--- src/rtl/security_access_ctrl.sv ---
// Key-gated scramble/descramble engine shared by a memory-side and a register-side
// requester, with round-robin grant, one request in flight and bad-key lockout.
module security_access_ctrl #(
  parameter logic [15:0] KEY         = 16'h0032,
  parameter int          EXEC_CYCLES = 2,
  parameter int          MAX_FAIL    = 3,
  parameter int          LOCK_CYCLES = 16
) (
  input  logic        clk,
  input  logic        rst,
  input  logic        mem_req_valid,
  input  logic [31:0] mem_req_data,
  input  logic [15:0] mem_req_key,
  output logic        mem_req_ready,
  input  logic        reg_req_valid,
  input  logic [31:0] reg_req_data,
  input  logic [15:0] reg_req_key,
  output logic        reg_req_ready,
  output logic        rsp_valid,
  input  logic        rsp_ready,
  output logic [31:0] rsp_data,
  output logic        rsp_src,
  output logic        rsp_err,
  output logic        locked,
  output logic [2:0]  fail_count
);

  localparam int CNT_W = 16;
  localparam logic [2:0] ST_IDLE  = 3'd0;
  localparam logic [2:0] ST_CHECK = 3'd1;
  localparam logic [2:0] ST_EXEC  = 3'd2;
  localparam logic [2:0] ST_RESP  = 3'd3;
  localparam logic [2:0] ST_LOCK  = 3'd4;
  localparam logic [CNT_W-1:0] EXEC_LOAD = CNT_W'(EXEC_CYCLES - 1);
  localparam logic [CNT_W-1:0] LOCK_LOAD = CNT_W'(LOCK_CYCLES - 1);
  localparam logic [2:0] FAIL_MAX = 3'(MAX_FAIL);

  function automatic logic [31:0] scramble(input logic [31:0] d);
    logic [31:0] t;
    t = (d - 32'd3) ^ 32'd2;
    t = t + 32'd9;
    return t * 32'd3;
  endfunction

  function automatic logic [31:0] descramble(input logic [31:0] d);
    logic [31:0] t;
    t = d / 32'd3;
    t = (t - 32'd9) ^ 32'd2;
    return (~t) + 32'd3;
  endfunction

  logic [2:0]       state_r;
  logic             last_grant_r;
  logic             src_r;
  logic [31:0]      data_r;
  logic [15:0]      key_r;
  logic [CNT_W-1:0] cnt_r;
  logic             rsp_valid_r;
  logic [31:0]      rsp_data_r;
  logic             rsp_src_r;
  logic             rsp_err_r;
  logic             locked_r;
  logic [2:0]       fail_count_r;
  logic             grant_reg_s;
  logic             mem_ready_s;
  logic             reg_ready_s;

  // Round-robin grant: on a tie the side opposite the previous grant wins.
  always_comb begin
    grant_reg_s = 1'b0;
    if (mem_req_valid && reg_req_valid) begin
      grant_reg_s = ~last_grant_r;
    end else if (reg_req_valid) begin
      grant_reg_s = 1'b1;
    end else begin
      grant_reg_s = 1'b0;
    end
  end

  assign mem_ready_s   = (state_r == ST_IDLE) && mem_req_valid && !grant_reg_s;
  assign reg_ready_s   = (state_r == ST_IDLE) && reg_req_valid && grant_reg_s;
  assign mem_req_ready = mem_ready_s;
  assign reg_req_ready = reg_ready_s;
  assign rsp_valid     = rsp_valid_r;
  assign rsp_data      = rsp_data_r;
  assign rsp_src       = rsp_src_r;
  assign rsp_err       = rsp_err_r;
  assign locked        = locked_r;
  assign fail_count    = fail_count_r;

  // Request FSM, shared EXEC/LOCK down-counter and registered response outputs.
  always_ff @(posedge clk or posedge rst) begin
    if (rst) begin
      state_r      <= ST_IDLE;
      last_grant_r <= 1'b1;
      src_r        <= 1'b0;
      data_r       <= 32'd0;
      key_r        <= 16'd0;
      cnt_r        <= '0;
      rsp_valid_r  <= 1'b0;
      rsp_data_r   <= 32'd0;
      rsp_src_r    <= 1'b0;
      rsp_err_r    <= 1'b0;
      locked_r     <= 1'b0;
      fail_count_r <= 3'd0;
    end else begin
      case (state_r)
        ST_IDLE: begin
          if (mem_ready_s || reg_ready_s) begin
            data_r       <= grant_reg_s ? reg_req_data : mem_req_data;
            key_r        <= grant_reg_s ? reg_req_key : mem_req_key;
            src_r        <= grant_reg_s;
            last_grant_r <= grant_reg_s;
            state_r      <= ST_CHECK;
          end
        end
        ST_CHECK: begin
          if (key_r == KEY) begin
            fail_count_r <= 3'd0;
            rsp_err_r    <= 1'b0;
            cnt_r        <= EXEC_LOAD;
            state_r      <= ST_EXEC;
          end else begin
            if (fail_count_r != FAIL_MAX) begin
              fail_count_r <= fail_count_r + 3'd1;
            end
            rsp_err_r   <= 1'b1;
            rsp_data_r  <= 32'd0;
            rsp_src_r   <= src_r;
            rsp_valid_r <= 1'b1;
            state_r     <= ST_RESP;
          end
        end
        ST_EXEC: begin
          if (cnt_r == '0) begin
            rsp_data_r  <= src_r ? descramble(data_r) : scramble(data_r);
            rsp_src_r   <= src_r;
            rsp_valid_r <= 1'b1;
            state_r     <= ST_RESP;
          end else begin
            cnt_r <= cnt_r - 1'b1;
          end
        end
        ST_RESP: begin
          if (rsp_ready) begin
            rsp_valid_r <= 1'b0;
            if (fail_count_r == FAIL_MAX) begin
              locked_r <= 1'b1;
              cnt_r    <= LOCK_LOAD;
              state_r  <= ST_LOCK;
            end else begin
              state_r <= ST_IDLE;
            end
          end
        end
        ST_LOCK: begin
          if (cnt_r == '0) begin
            locked_r     <= 1'b0;
            fail_count_r <= 3'd0;
            state_r      <= ST_IDLE;
          end else begin
            cnt_r <= cnt_r - 1'b1;
          end
        end
        default: begin
          state_r     <= ST_IDLE;
          rsp_valid_r <= 1'b0;
          locked_r    <= 1'b0;
        end
      endcase
    end
  end

endmodule

--- config.mk ---
export PLATFORM = sky130hd
export DESIGN_NAME = security_access_ctrl
export DESIGN_NICKNAME = d
export VERILOG_FILES = /design/src/rtl/security_access_ctrl.sv
export SDC_FILE = /design/constraint.sdc
export NUM_CORES = 1
export LEC_CHECK = 0
export BUFFER_PORTS_ARGS = -buffer_cell sky130_fd_sc_hd__buf_4
export CORE_MARGIN = 3
export CORE_UTILIZATION = 31
export CTS_CLUSTER_SIZE = 40
export DETAILED_ROUTE_END_ITERATION = 10
export PLACE_DENSITY = 0.49
export SLEW_MARGIN = 5
export SYNTH_ARGS = -nofsm -noshare
export SYNTH_HDL_FRONTEND = slang
export SYNTH_SLANG_ARGS = --single-unit
--- constraint.sdc ---
create_clock -name clk -period 9.6 [get_ports clk]
set_input_delay 0.48 -clock clk [delete_from_list [all_inputs] [get_ports clk]]
set_output_delay 0.48 -clock clk [all_outputs]
set_load 0.03 [all_outputs]
## Yosys cells after proc, flatten, opt, wreduce, memory -nomap -nowiden

Index checks and enable logic that the tools add are counted.

- $add $sub $neg: 6
- Multiply operators: 1
- Divide/modulo/power cells: 1
- Equality and inequality tests: 16
- Multiplexer cells: 35
- Bitwise gates (word level): 6
- Reduce and logical (&&, ||, !) cells: 22

Operator list:

| kind | number |
|---|---|
| 2-to-1 mux 32 bit | 4 |
| 2-to-1 mux 16 bit | 5 |
| case mux 32 bit (2 select lines) | 1 |
| case mux 16 bit (3 select lines) | 1 |
| adder 32 x 2 -> 32 bit (second input constant) | 1 |
| adder 32 x 4 -> 32 bit (second input constant) | 1 |
| divider 32 x 2 -> 32 bit (second input constant) | 1 |
| multiplier 32 x 2 -> 32 bit (second input constant) | 1 |
| NOT 32 bit | 1 |
| subtractor 32 x 2 -> 32 bit (second input constant) | 1 |
| subtractor 32 x 4 -> 32 bit (second input constant) | 1 |
| 2-to-1 mux 3 bit | 7 |
| equality test 16 x 6 -> 1 bit (second input constant) | 1 |
| zero test 16 bit | 1 |
| subtractor 16 x 1 -> 16 bit (second input constant) | 1 |
| case mux 3 bit (5 select lines) | 1 |
| != test 2 bit (second input constant) | 7 |
| 2-to-1 mux 1 bit | 12 |
| AND reduction 4 bit | 3 |
| equality test 3 x 2 -> 1 bit (second input constant) | 3 |
| case mux 3 bit (2 select lines) | 1 |
| AND reduction 3 bit | 2 |
| logical AND 1 bit | 5 |
| NOT 1 bit | 5 |
| 18 further kinds | 20 |

- Bits in registers: 108
- Bits of input ports: 101
- Output and inout port bits: 41

## Longest topological paths before layout

Gate-level depths: netlist of run 1.

- Word-level depth: 8
- Gate-level depth with buffers: 46
- Gate-level depth less buffers: 37

## Worst setup path before layout of run 1

No wires, ideal clock.

- Path kind: register -> register
- From: register data_r[31]
- To: register rsp_data_r[18], in the netlist rsp_data[18]
- Arrival time: 8939 ps
- Required time: 9468 ps
- Path slack: 529 ps
- Cell stages (with the launch flop): 41
- Buffers on the path: 5
- Period minus slack after synthesis: 9071 ps
- Path through: dfrtp_1 buf_2 nand2b_4 o21ai_0 nand2_1 and3_1 buf_6 xnor2_1 a211oi_1 nor3_1 or4_1 a211o_1 and3_1 buf_6 mux2i_1 a211o_1 nor3_4 mux2i_1 [... 5 more ...] buf_4 a31oi_1 o211ai_1 o2bb2ai_2 ha_1 a311o_1 buf_6 mux2i_1 a21boi_0 ha_1 and4_1 nor2_1 a311oi_1 nand4b_4 nor2_4 nand4b_1 xnor2_1 o21ai_1

- Word-level cells in the longest chain between the ends: 8

RTL lines:

| what | RTL line | text |
|---|---|---|
| start, declared | 55 | `logic [31:0] data_r;` |
| start signal, assigned | 110 | `data_r <= grant_reg_s ? reg_req_data : mem_req_data;` |
| divider 32 x 2 -> 32 bit (*) | 47 | `t = d / 32'd3;` |
| subtractor 32 x 4 -> 32 bit (*) | 48 | `t = (t - 32'd9) ^ 32'd2;` |
| NOT 1 bit (no line) | -- |  |
| NOT 32 bit (*) | 49 | `return (~t) + 32'd3;` |
| adder 32 x 2 -> 32 bit (*) | 49 |  |
| 2-to-1 mux 32 bit (*) | 136 | `rsp_data_r <= src_r ? descramble(data_r) : scramble(data_r);` |
| 2-to-1 mux 32 bit (*) | 135 | `if (cnt_r == '0) begin` |
| case mux 32 bit (2 select lines) (*) | 107 | `case (state_r)` |
| end signal, assigned | 136 |  |
| end, declared | 59 | `logic [31:0] rsp_data_r;` |

Mark *: on every way between the ends. The rest lies on a longest branch, timed or not. The select of a mux whose other input is x is not followed.
A chain may end at the register's enable or synchronous reset.

## Worst setup path after layout of run 1

- From: register data_r[31]
- To: register rsp_data_r[24], in the netlist rsp_data[24]

The elaborated chain is that of the path after synthesis.

==> results of run 1 <==
==> metal layers <==
metal / routed length (µm) / vias up
li1: - / 6695
met1: 21400 / 6434
met2: 20300 / 336
met3: 2190 / 35
met4: 746 / 0
met5: 0 / -
==> layout make-up <==
type,instances,area (µm²),share of cell area (%)
multi-input cells,1417,9860,60.6
clock inverters,7,88.8,0.546
repair buffers,331,2540,15.6
flip-flops and latches,108,2710,16.6
well taps,525,657,4.04
clock buffers,9,225,1.38
inverters,49,195,1.20
==> final timing paths <==
check | startpoint | endpoint | slack [ns] | depth (start not counted)
worst max-delay path | data_r[31]$_DFFE_PP0P_ | rsp_data[24]$_DFFE_PP0P_ | 0.34 | 39
worst min-delay path | rst | rsp_data[1]$_DFFE_PP0P_ | 0.17 | 2
worst max register to register | data_r[31]$_DFFE_PP0P_ | rsp_data[24]$_DFFE_PP0P_ | 0.34 | 39
worst min register to register | key_r[4]$_DFFE_PP0P_ | key_r[4]$_DFFE_PP0P_ | 0.48 | 2
max in group asynchronous | rst | data_r[28]$_DFFE_PP0P_ | 8.12 | 3
min in group clk | mem_req_data[5] | data_r[5]$_DFFE_PP0P_ | 0.37 | 3
==> layout by cell type, fill, tap and decap left out, types with 11 or more instances in the layout <==
cell      instances
mux2i_1          69
buf_6            14
xnor2_1          94
nor2b_1          18
or3_1            21
a22oi_1          34
nor2_1          141
o21ai_1          28
o21ai_0         123
dfrtp_1         102
nor3_1           66
xor2_1           42
nand3_1          44
a21o_1           11
a21oi_1          87
nand2_1         187
nand4_1          22
ha_1             37
and3_1           15
buf_4           317
a31oi_1          19
o211ai_1         16
nor4_1           21
a211oi_1         15
nand2b_1         15
inv_1            41
==> per-stage QoR <==
stage | instance area (µm²) | utilization (%) | worst slack [ns] | setup TNS [ns] | cells
floorplan | 12800 | - | 0.529 | 0 | 1695
global placement | 15100 | 37.6 | -0.0387 | -0.0731 | 2393
detailed placement | 15100 | 37.6 | -0.164 | -1.60 | 2393
CTS | 15500 | 38.5 | 0.0298 | 0 | 2409
global route | 16300 | 40.5 | -0.141 | -0.779 | 2446
finish | 16300 | 40.5 | 0.337 | 0 | 2446
==> repair_timing <==
action,4_1_cts,5_1_grt
setup endpoints to repair,23,26
buffers inserted,0,38
hold buffers,0,0
gates cloned,0,1
gates resized for setup,13,116
pin swaps,0,54
endpoints found under the hold margin,0,0
==> state kept, by name (all words and copies together), names as in the netlist <==
| name | flops |
|---|---|
| data_r | 32 |
| rsp_data | 32 |
| cnt_r | 16 |
| key_r | 16 |
| fail_count | 3 |
| state_r | 3 |
| last_grant_r | 1 |
| locked | 1 |
| rsp_err | 1 |
| rsp_src | 1 |
| rsp_valid | 1 |
| src_r | 1 |
==> cells by family after synthesis <==
family	synth area share (%)
mux	6.60
xor+xnor	9.46
simple gates	26.6
buf+inv	5.76
fa+ha+maj	3.90
flops	21.2
compound gates	26.5
==> critical path, delay by kind of cell (launching register included) <==
family,cells,cell delay [ns]
AOI/OAI and AO/OA,19,4.52
xor gates and xnor gates,1,0.21
adders and majority gates,1,0.18
buffers and inverters,4,0.60
DFF,1,0.48
muxes,4,0.95
and+or+nand+nor,10,2.18
==> summary.txt, run 1 <==
Cells and area
  • Fillers: 4143
  • Share of cells above drive strength 1: 26.2%
  • Area grow syn2layout: 27.5%
  • Fin nets: 2056
  • Ant diodes: 0

Setup path
  • Worst path max stage delay: 0.48 ns
  • Crit start category: flip-flop
  • Critical-path maximum fanout: 7
  • Crit Path Class: reg2reg
  • CP endpoint kind: flip-flop
  • Req. time, crit path: 9.88 ns
  • Worst path slowest cell: dfrtp_2
  • Cell mode on critical path: buf_4
  • Crit path DAT: 9.54 ns

Floorplanning
  • Initial core utilization: 31.8%
  • IO Pins: 142
  • Die X: 209 µm
  • Die area: 43700 µm²
  • Die H: 209 µm
  • Cell Rows: 73
  • Core area: 40200 µm²

STA
  • Slew of the pin with the lowest slew margin: 0.994 ns
  • Setup-failing EPs final: 0
  • Slew headroom: 33.1%
  • Final period demand of the worst path: 9.26 ns
  • Worst-case clock skew: 0.0165 ns
  • Final max-slew violation count: 0
  • Final worst path period share: 96.5%
  • Max Fclk: 0.108 GHz
  • Final hold vios: 0
  • Hold Worst Slack: 0.166 ns

Yosys
  • Yosys top cell area share: 21.0%
  • Ys Warns: 0
  • EDFF count, synth: 0
  • Synth unique cells: 121
  • Mapped cell area: 12800 µm²
  • Dominant cells by area after synthesis: dfrtp_1, xnor2_1, mux2i_1, nand2_1, o21ai_0
  • Cells after Synth: 1695
  • Cell taking the most area after synthesis: dfrtp_1
  • Post-synth top cells: nand2_1, nor2_1, o21ai_0
  • Syn Area/Cell: 7.53 µm²
  • Ys flop type: dfrtp_1
  • Asr flop ratio synth: 100%
  • Post-synthesis sequential area ratio: 21.2%
  • Syn_nets: 1835
  • Synth Register Bits: 108
  • Most frequent cell after synthesis: nand2_1

Global route
  • First-pass GRT wire length: 70000 µm
  • GR Overflow Total: 0
  • Antenna violations before repair: 0
  • Largest net degree at the start of global routing: 77
  • Grt met1 use: 27.8%
  • Met3 Track Usage GR: 3.27%
  • Vias in the first global route: 12700
  • Met2 Use GR: 31.0%
  • Layer with the highest usage: met2
  • Overall Global Routing Usage: 19.5%

Route
  • Drt drc: 0
  • DRT iter0 DRCs: 1035
  • WL final: 44700 µm
  • Mean routed wirelength per cell: 18.3 µm
  • DRT antenna net count: 0
  • Iteration count of the initial detailed-routing pass: 5
  • Vias: 13500
  • Vias per cell: 5.52

CTS
  • Num Clock Sinks: 108
  • # H-tree levels: 3
  • CTS root buf: clkbuf_16
  • Worst-Skew Late Latency: 0.40 ns
  • CTS Buffer Depth: 2
  • CTS tree: built
  • CTS Buf Count: 9
  • Clock-pin slew on the worst setup and hold paths: 0.09 ns

Place
  • Port Buffers: 141
  • GP Congestion: 0.884
  • HPWL after DPL: 33600 µm

Job
  • Max-cap violations: 0

Run status
  • Outcome: finished clean

Worst hold path
  • Hold Crit Class: in2async
Power of run 1 is left out: the tool's default activity adds up to more than one toggle a clock period on the data nets, which glitch-free logic cannot reach.
==> run 2, diff against run 1 <==
CORE_ASPECT_RATIO = 1.25   (was unset)
==> summary.txt, run 2 (same netlist as run 1, synthesis figures left out) <==
Place
  • Area after DPL: 14900 µm²
  • Post-Place Setup Slack: -0.159 ns
  • HPWL after DPL: 33200 µm
  • GP Congestion: 0.913
  • Placed cells: 2387
  • Port Buffers: 141

Cells and area
  • Design area: 15900 µm²
  • FF+latch area: 2710 µm²
  • Area grow syn2layout: 24.2%
  • Share of cells above drive strength 1: 24.1%
  • Ant diodes: 0
  • Most common cell after layout, fill and taps aside: buf_4
  • Fillers: 4331
  • Fin nets: 2019
  • Commonest non-fill, non-tap cells in the layout: buf_4, nand2_1, nor2_1, o21ai_0, dfrtp_1
  • Multi-input gate area: 9770 µm²
  • Non-Filler Instances: 2430

Job
  • Max-cap violations: 0

STA
  • Final period demand of the worst path: 9.21 ns
  • Final max-slew violation count: 0
  • Setup-failing EPs final: 0
  • Slew of the pin with the lowest slew margin: 1.06 ns
  • Final hold vios: 0
  • Worst-case clock skew: 0.0136 ns
  • Max Fclk: 0.109 GHz
  • Slew headroom: 28.3%
  • Setup ws final: 0.394 ns
  • Final worst path period share: 95.9%

Floorplanning
  • Die H: 233 µm
  • Core area: 40400 µm²
  • IO Pins: 142
  • Die area: 43700 µm²
  • Initial core utilization: 31.6%
  • Cell Rows: 82
  • Die X: 188 µm

CTS
  • # H-tree levels: 3
  • CTS root buf: clkbuf_16
  • Num Clock Sinks: 108
  • Clock-pin slew on the worst setup and hold paths: 0.09 ns
  • CTS tree: built
  • CTS Buffer Depth: 2
  • CTS Buf Count: 9
  • Worst-Skew Late Latency: 0.40 ns

Global route
  • First-pass GRT wire length: 67900 µm
  • Overall Global Routing Usage: 19.0%
  • Vias in the first global route: 12600
  • GR Overflow Total: 0
  • Largest net degree at the start of global routing: 99
  • Antenna violations before repair: 0

Worst hold path
  • Hold Crit Class: in2async

Setup path
  • Crit start category: flip-flop
  • Worst path max stage delay: 0.45 ns
  • Critical-path maximum fanout: 7
  • Crit Path Class: reg2reg
  • Crit path DAT: 9.48 ns
  • Worst path slowest cell: dfrtp_2
  • Req. time, crit path: 9.87 ns
  • Cell mode on critical path: buf_4
  • CP endpoint kind: flip-flop

Route
  • Vias: 13300
  • Iteration count of the initial detailed-routing pass: 5
  • WL final: 43500 µm
  • Mean routed wirelength per cell: 17.9 µm
  • DRT iter0 DRCs: 791
  • Drt drc: 0
  • Vias per cell: 5.49
  • DRT antenna net count: 0

Run status
  • Outcome: finished clean
==> run 2: changes by cell type in the layout (fill, tap and decap cells not counted), moves of 3 or more <==
cell / previous run / this run
buf_4: 317 / 288
buf_2: 0 / 3
a21oi_1: 87 / 91
buf_6: 14 / 2
a21oi_2: 3 / 0
a31oi_1: 19 / 16
==> run 2: area by class of cell <==
type                    count  area share, %
multi-input cells        1418           61.6
flip-flops and latches    108           17.1
repair buffers            293           13.9
well taps                 546           4.31
clock buffers              10           1.51
inverters                  49           1.18
clock inverters             6          0.418
==> run 2: through the flow <==
stage               setup TNS [ns]  hold WS, ns  utilization [%]
floorplan                        0        0.442                -
global placement                 0        0.461             37.0
detailed placement          -0.662        0.471             37.0
CTS                              0        0.278             37.8
global route                -0.646        0.325             39.2
finish                           0        0.251             39.2
==> run 2: worst paths after layout <==
check                                       start                  endpoint  slack (ns)  depth (start not counted)
max in group asynchronous                     rst    data_r[14]$_DFFE_PP0P_        8.17                          3
min in group clk                   mem_req_key[5]      key_r[5]$_DFFE_PP0P_        0.36                          3
max reg2reg                data_r[27]$_DFFE_PP0P_  rsp_data[22]$_DFFE_PP0P_        0.39                         41
min                                           rst       rsp_err$_DFFE_PP0P_        0.25                          2
max                        data_r[27]$_DFFE_PP0P_  rsp_data[22]$_DFFE_PP0P_        0.39                         41
min reg2reg                 key_r[13]$_DFFE_PP0P_     key_r[13]$_DFFE_PP0P_        0.49                          2
==> run 2: metal layers <==
metal	up-vias	global-route usage (%)	wire length, µm
met1	6357	24.7	19300
met5	-	0	0
met3	62	2.85	1890
met2	335	32.3	21100
met4	0	6.71	1240
li1	6589	-	-
==> run 2: worst max-delay path, delay by kind of cell (launching register included) <==
family	cells	cell delay [ns]
AO/OA/AOI/OAI	16	3.80
XOR/XNOR	2	0.32
adder cells (fa/ha/maj)	1	0.18
buffers and inverters	6	0.98
flip-flops	1	0.45
multiplexers	3	0.76
AND/OR/NAND/NOR	13	2.57
==> run 2: repair_timing <==
item,in CTS,in global routing
hold buffers,0,0
endpoints found under the setup margin,16,26
cloned,0,3
resized for setup,6,84
setup buffers,0,25
pin swaps,0,33
Power of run 2 is left out for the same reason.
